**src/rtl/ctrl_pipeline.sv**
```systemverilog
// ctrl_pipeline: control path of a 5-stage in-order pipeline.
// Carries decoded control words from ID through EX, MEM and WB. It also
// detects load-use and branch-operand hazards, which stall IF/ID and
// inject a bubble into EX. It selects ALU operand forwarding from MEM/WB.
//
// Ports:
//   clk                          clock, rising edge
//   reset                        asynchronous active-high reset
//   controlSignals_ID[7:0]       {regDst, regWrite, aluSrc, memWrite, memRead, aluOp[2:0]}
//   pcSrc_IF                     branch taken
//   rs_ID, rt_ID, rd_ID[4:0]     register fields of the instruction in ID
//   regDst_EX, aluSrc_EX, aluOp_EX, writeReg_EX    EX-stage controls / destination
//   forwardA_EX, forwardB_EX     00 regfile, 10 MEM, 01 WB
//   memWrite_MEM, memRead_MEM, writeReg_MEM        MEM-stage controls / destination
//   regWrite_WB, memToReg_WB, writeReg_WB          WB-stage controls / destination
//   pcWrite, ifIdWrite, ifIdFlush, stall_ID        PC and IF/ID control
module ctrl_pipeline (
    input  logic       clk,
    input  logic       reset,
    input  logic [7:0] controlSignals_ID,
    input  logic       pcSrc_IF,
    input  logic [4:0] rs_ID,
    input  logic [4:0] rt_ID,
    input  logic [4:0] rd_ID,
    output logic       regDst_EX,
    output logic       aluSrc_EX,
    output logic [2:0] aluOp_EX,
    output logic [4:0] writeReg_EX,
    output logic [1:0] forwardA_EX,
    output logic [1:0] forwardB_EX,
    output logic       memWrite_MEM,
    output logic       memRead_MEM,
    output logic [4:0] writeReg_MEM,
    output logic       regWrite_WB,
    output logic       memToReg_WB,
    output logic [4:0] writeReg_WB,
    output logic       pcWrite,
    output logic       ifIdWrite,
    output logic       ifIdFlush,
    output logic       stall_ID
);

    // ID/EX state not visible as ports
    logic       regWriteEx;
    logic       memWriteEx;
    logic       memReadEx;
    logic [4:0] rsEx;
    logic [4:0] rtEx;
    logic [4:0] rdEx;

    // EX/MEM state not visible as ports
    logic       regWriteMem;

    // Hazard detection terms
    logic       branchId;
    logic       exMatchesId;
    logic       memMatchesId;
    logic       loadUseHazard;
    logic       branchHazard;

    // ID/EX register; a stall replaces the captured word with an all-zero bubble
    always_ff @(posedge clk or posedge reset) begin
        if (reset) begin
            regDst_EX  <= 1'b0;
            regWriteEx <= 1'b0;
            aluSrc_EX  <= 1'b0;
            memWriteEx <= 1'b0;
            memReadEx  <= 1'b0;
            aluOp_EX   <= 3'd0;
            rsEx       <= 5'd0;
            rtEx       <= 5'd0;
            rdEx       <= 5'd0;
        end else if (stall_ID) begin
            regDst_EX  <= 1'b0;
            regWriteEx <= 1'b0;
            aluSrc_EX  <= 1'b0;
            memWriteEx <= 1'b0;
            memReadEx  <= 1'b0;
            aluOp_EX   <= 3'd0;
            rsEx       <= 5'd0;
            rtEx       <= 5'd0;
            rdEx       <= 5'd0;
        end else begin
            regDst_EX  <= controlSignals_ID[7];
            regWriteEx <= controlSignals_ID[6];
            aluSrc_EX  <= controlSignals_ID[5];
            memWriteEx <= controlSignals_ID[4];
            memReadEx  <= controlSignals_ID[3];
            aluOp_EX   <= controlSignals_ID[2:0];
            rsEx       <= rs_ID;
            rtEx       <= rt_ID;
            rdEx       <= rd_ID;
        end
    end

    always_comb begin
        writeReg_EX = regDst_EX ? rdEx : rtEx;
    end

    // EX/MEM register
    always_ff @(posedge clk or posedge reset) begin
        if (reset) begin
            regWriteMem  <= 1'b0;
            memWrite_MEM <= 1'b0;
            memRead_MEM  <= 1'b0;
            writeReg_MEM <= 5'd0;
        end else begin
            regWriteMem  <= regWriteEx;
            memWrite_MEM <= memWriteEx;
            memRead_MEM  <= memReadEx;
            writeReg_MEM <= writeReg_EX;
        end
    end

    // MEM/WB register; only loads write back from memory
    always_ff @(posedge clk or posedge reset) begin
        if (reset) begin
            regWrite_WB <= 1'b0;
            memToReg_WB <= 1'b0;
            writeReg_WB <= 5'd0;
        end else begin
            regWrite_WB <= regWriteMem;
            memToReg_WB <= memRead_MEM;
            writeReg_WB <= writeReg_MEM;
        end
    end

    // Hazard detection; r0 is hard-wired zero and never creates a dependency
    always_comb begin
        branchId      = (controlSignals_ID == 8'b0000_0001);
        exMatchesId   = (writeReg_EX != 5'd0) &&
                        ((writeReg_EX == rs_ID) || (writeReg_EX == rt_ID));
        memMatchesId  = (writeReg_MEM != 5'd0) &&
                        ((writeReg_MEM == rs_ID) || (writeReg_MEM == rt_ID));
        loadUseHazard = memReadEx && exMatchesId;
        // Branches compare in ID, so they must also wait out a load in MEM
        branchHazard  = branchId && ((regWriteEx && exMatchesId) ||
                                     (memRead_MEM && memMatchesId));
        stall_ID      = loadUseHazard || branchHazard;
        pcWrite       = ~stall_ID;
        ifIdWrite     = ~stall_ID;
        ifIdFlush     = pcSrc_IF & ~stall_ID;
    end

    // Forwarding: MEM holds the younger result, so it wins over WB
    always_comb begin
        forwardA_EX = 2'b00;
        forwardB_EX = 2'b00;
        if (regWriteMem && (writeReg_MEM != 5'd0) && (writeReg_MEM == rsEx)) begin
            forwardA_EX = 2'b10;
        end else if (regWrite_WB && (writeReg_WB != 5'd0) && (writeReg_WB == rsEx)) begin
            forwardA_EX = 2'b01;
        end
        if (regWriteMem && (writeReg_MEM != 5'd0) && (writeReg_MEM == rtEx)) begin
            forwardB_EX = 2'b10;
        end else if (regWrite_WB && (writeReg_WB != 5'd0) && (writeReg_WB == rtEx)) begin
            forwardB_EX = 2'b01;
        end
    end

endmodule

```
**config.mk**
```make
export PLATFORM = sky130hd
export DESIGN_NAME = ctrl_pipeline
export DESIGN_NICKNAME = d
export VERILOG_FILES = /design/src/rtl/ctrl_pipeline.sv
export SDC_FILE = /design/constraint.sdc
export NUM_CORES = 1
export LEC_CHECK = 0
export CAP_MARGIN = 20
export CORE_UTILIZATION = 49
export DETAILED_ROUTE_END_ITERATION = 8
export PLACE_DENSITY = 0.84
export SETUP_SLACK_MARGIN = 0.15
export SYNTH_ARGS = -nofsm -noshare
export SYNTH_HDL_FRONTEND = slang
export SYNTH_SLANG_ARGS = --single-unit
```
**constraint.sdc**
```tcl
create_clock -name clk -period 3.4 [get_ports clk]
set_clock_uncertainty 0.1 [all_clocks]
set_input_delay 0.68 -clock clk [delete_from_list [all_inputs] [get_ports clk]]
set_output_delay 0.68 -clock clk [all_outputs]
set_load 0.02 [all_outputs]
```
==> impl_metrics.yaml <==
synthesis:
  synthTopCellsByArea: "dfrtp_1, xnor2_1, xor2_1, nand2_1, nor2_1"
  syn_area_per_cell_sq_um: 10.7
  synthMostInstantiatedCell: "dfrtp_1"
  synth_area_sq_mm: 0.00184
  synth_edf_count: 0
  synth_adder_area_share_pct: 0
  synth_fp_nets: 198
  synth_compound_area_share_pct: 1.77
  ys_async_sr_fraction_pct: 100
  seq_area_frac_synth_pct: 51.8
  netlist_top_cells_count: "dfrtp_1, xnor2_1, nand2_1, nor2_1, xor2_1"
  synth_top_area_share_pct: 51.8
  yosys.area.top_type: "dfrtp_1"
  ys.flop_type: "dfrtp_1"
  synth_top_family_by_area: "XOR/XNOR gates"
  synth_xor_area_share_pct: 19.1
  synth_cells: 172
  synth-simple-area-share_pct: 18.6
  ys_types: 28
  synth-seq-cells: 38
  synth_mux_area_share_pct: 4.36
  ys_warn_count: 0
cts:
  htreeDepth: 2
  postCtsSetupRepairBufs: 0
  hold_buffers: 0
  cts_tree: "done"
  cts.clk_slew.worst_paths_ns: 0.07
  insertion_delay_ns: 0.29
  cts-root-buf: "clkbuf_8"
  cts_made_buffers: 5
  clkSinkCount: 38
  cts_buffer_depth: 2
setup_path:
  r2r_slack_ns: 1.05
  critPathCapture: "stall_ID"
  reg2regPathDepth: 6
  reg2reg_from: "regDst_EX$_DFF_PP0_"
  end_kind: "output pin"
  arrival_ns: 2.35
  crit_start: "controlSignals_ID[6]"
  critPathSlowestCell: "clkdlybuf4s50_1"
  r2r_end: "memReadEx$_DFF_PP0_"
  start_kind: "primary input"
  setup.worst_path.class: "in -> out"
  path_max_fanout: 4
  crit_chain: "clkdlybuf4s50_1 > nor4_2 > and4b_1 > a21o_1 > o21ai_0 > a21oi_2 > nand2b_1 > clkbuf_2"
  max_stage_delay_ns: 0.43
  crit_required_ns: 2.62
drt:
  routedWlPerCell_um: 14.4
  vias: 1422
  vias_per_cell: 5.12
  wl_um: 4020
  drt_iter0_drc: 54
  antenna_left: 0
  drt_first_pass_iters: 4
  drc_errors: 0
timing:
  drv_slew: 0
  fmax_ghz: 0.319
  hold_viol_final: 0
  finalCritPeriodShare_pct: 92.1
  rsz0062_at_grt: "true"
  finalSetupViolCount: 0
  slew_headroom_pct: 54.1
  final.min_clock_period_ns: 3.13
  tightest_slew_ns: 0.688
floorplan:
  core_region_area_sq_mm: 0.00347
  die_h_um: 63.2
  die_x_um: 63.2
  pin_count: 58
  start_util_pct: 52.9
  num_rows: 21
  dieArea_sq_mm: 0.00399
grt:
  grt_max_degree: 24
  grt_usage_pct: 23.3
  grt_pass1_vias: 1419
  grt_overflow: 0
  antenna_found_initial: 0
  grt_pass1_wl_um: 6840
power:
  p_leak_nw: 1.13
  p_per_area_mw_per_mm2: 473
  power.total_w: 0.00121
  ir_drop_mv: 0.286
hold_path:
  holdPathStages: 0
  min_path_type: "reg -> reg"
job:
  drv_cap: 0
cells_and_area:
  fin_util_pct: 73.5
  area_delta_synth_final_pct: 38.9
  fill_cells: 276
  num_antenna_cells: 0
  fin_nets: 258
  instances_no_fill: 278
  drive_gt1_share_pct: 10.8
  postLayoutCellArea_sq_mm: 0.00255
placement:
  io_buffers: 57
  place_hpwl_um: 3040
  placedCellCount: 271
  dpl_cell_area_sq_mm: 0.00245
  place_congestion: 0.886
outcome:
  status: "complete, no violations"
==> through the flow <==
stage	setup TNS (ns)	setup WS (ns)	hold slack [ns]
floorplan	0	0.521	0.231
global placement	-0.0610	-0.0610	0.234
detailed placement	-0.431	-0.196	0.250
CTS	0	0.113	0.266
global route	0	0.113	0.282
finish	0	0.269	0.262
==> repair_timing <==
action | CTS | global route
pin swaps | 0 | 2
endpoints found under the hold margin | 0 | 0
setup endpoints to repair | 4 | 5
resized for setup | 5 | 9
==> flip-flops by register name, indices dropped and copies added (netlist names) <==
register and flops:
writeReg_MEM 5, regWriteMem 1, rsEx 5, memReadEx 1
aluOp_EX 3, rdEx 5, memToReg_WB 1, memWrite_MEM 1
regWriteEx 1, memRead_MEM 1, rtEx 5, regDst_EX 1
aluSrc_EX 1, memWriteEx 1, writeReg_WB 5, regWrite_WB 1
==> cells by family (layout without fill, tap and decap cells) <==
kind of cell / after synthesis / after routing
AO/OA/AOI/OAI: 5 / 5
XOR/XNOR: 40 / 40
buffers and inverters: 15 / 75
AND/OR/NAND/NOR: 69 / 69
multiplexers: 5 / 5
flip-flops: 38 / 38
==> report_power, final <==
group / switching (W) / internal (W)
Combinational: 0.000136 / 0.000151
Clock: 0.000145 / 0.000234
Sequential: 0.0000496 / 0.000490
Total: 0.000330 / 0.000875
==> routing by layer <==
layer / GRT usage, % / share of wire (%) / up-vias
li1: - / - / 671
met1: 29.9 / 41 / 690
met2: 39.1 / 52 / 53
met3: 2.72 / 4.7 / 8
met4: 11.1 / 2.1 / 0
met5: 0 / 0 / -
==> layout make-up <==
class / instances / area [sq um] / share of cell area (%)
Clock buffer: 6 / 82.6 / 3.24
Sequential cell: 38 / 951 / 37.3
Multi-Input combinational cell: 119 / 811 / 31.8
Tap cell: 46 / 57.6 / 2.26
Timing Repair Buffer: 63 / 598 / 23.5
Inverter: 5 / 18.8 / 0.736
Clock inverter: 1 / 30.0 / 1.18
==> worst min-delay path by stage <==
stage                                  end                 start  slack, ns
floorplan           memWrite_MEM$_DFF_PP0_  memWriteEx$_DFF_PP0_       0.23
global route        memWrite_MEM$_DFF_PP0_  memWriteEx$_DFF_PP0_       0.28
CTS                 memWrite_MEM$_DFF_PP0_  memWriteEx$_DFF_PP0_       0.27
detailed placement  memWrite_MEM$_DFF_PP0_  memWriteEx$_DFF_PP0_       0.25
finish              memWrite_MEM$_DFF_PP0_  memWriteEx$_DFF_PP0_       0.26
global placement    memWrite_MEM$_DFF_PP0_  memWriteEx$_DFF_PP0_       0.23
==> critical path, delay by kind of cell <==
kind                   cells  cell delay, ns
buffers and inverters      2            0.60
and+or+nand+nor            3            0.70
AOI/OAI and AO/OA          3            0.38
==> cell usage in the layout, fill, tap and decap left out <==
master | synthesis | layout
clkbuf_8 | 0 | 6
nor4_2 | 0 | 1
dlymetal6s2s_1 | 0 | 1
xor2_1 | 16 | 16
mux2i_4 | 2 | 2
xnor2_1 | 24 | 24
dfrtp_1 | 38 | 38
mux2_2 | 1 | 1
and2b_1 | 3 | 3
nor3_2 | 2 | 2
and4b_1 | 1 | 1
clkbuf_2 | 0 | 4
nand3_1 | 6 | 6
o21ai_0 | 2 | 2
or4_1 | 3 | 3
bufinv_16 | 0 | 1
a21oi_2 | 1 | 1
nand2_1 | 21 | 21
nor2b_1 | 5 | 5
mux2i_1 | 1 | 1
buf_4 | 2 | 6
nor3_1 | 1 | 1
a21o_1 | 1 | 1
mux2i_2 | 1 | 1
nand4_1 | 2 | 2
nor2_1 | 19 | 19
o22ai_1 | 1 | 1
nor4_1 | 5 | 4
inv_1 | 5 | 5
nand2b_1 | 1 | 1
clkdlybuf4s50_1 | 0 | 52
No activity file was read; power rests on OpenSTA's default activity.
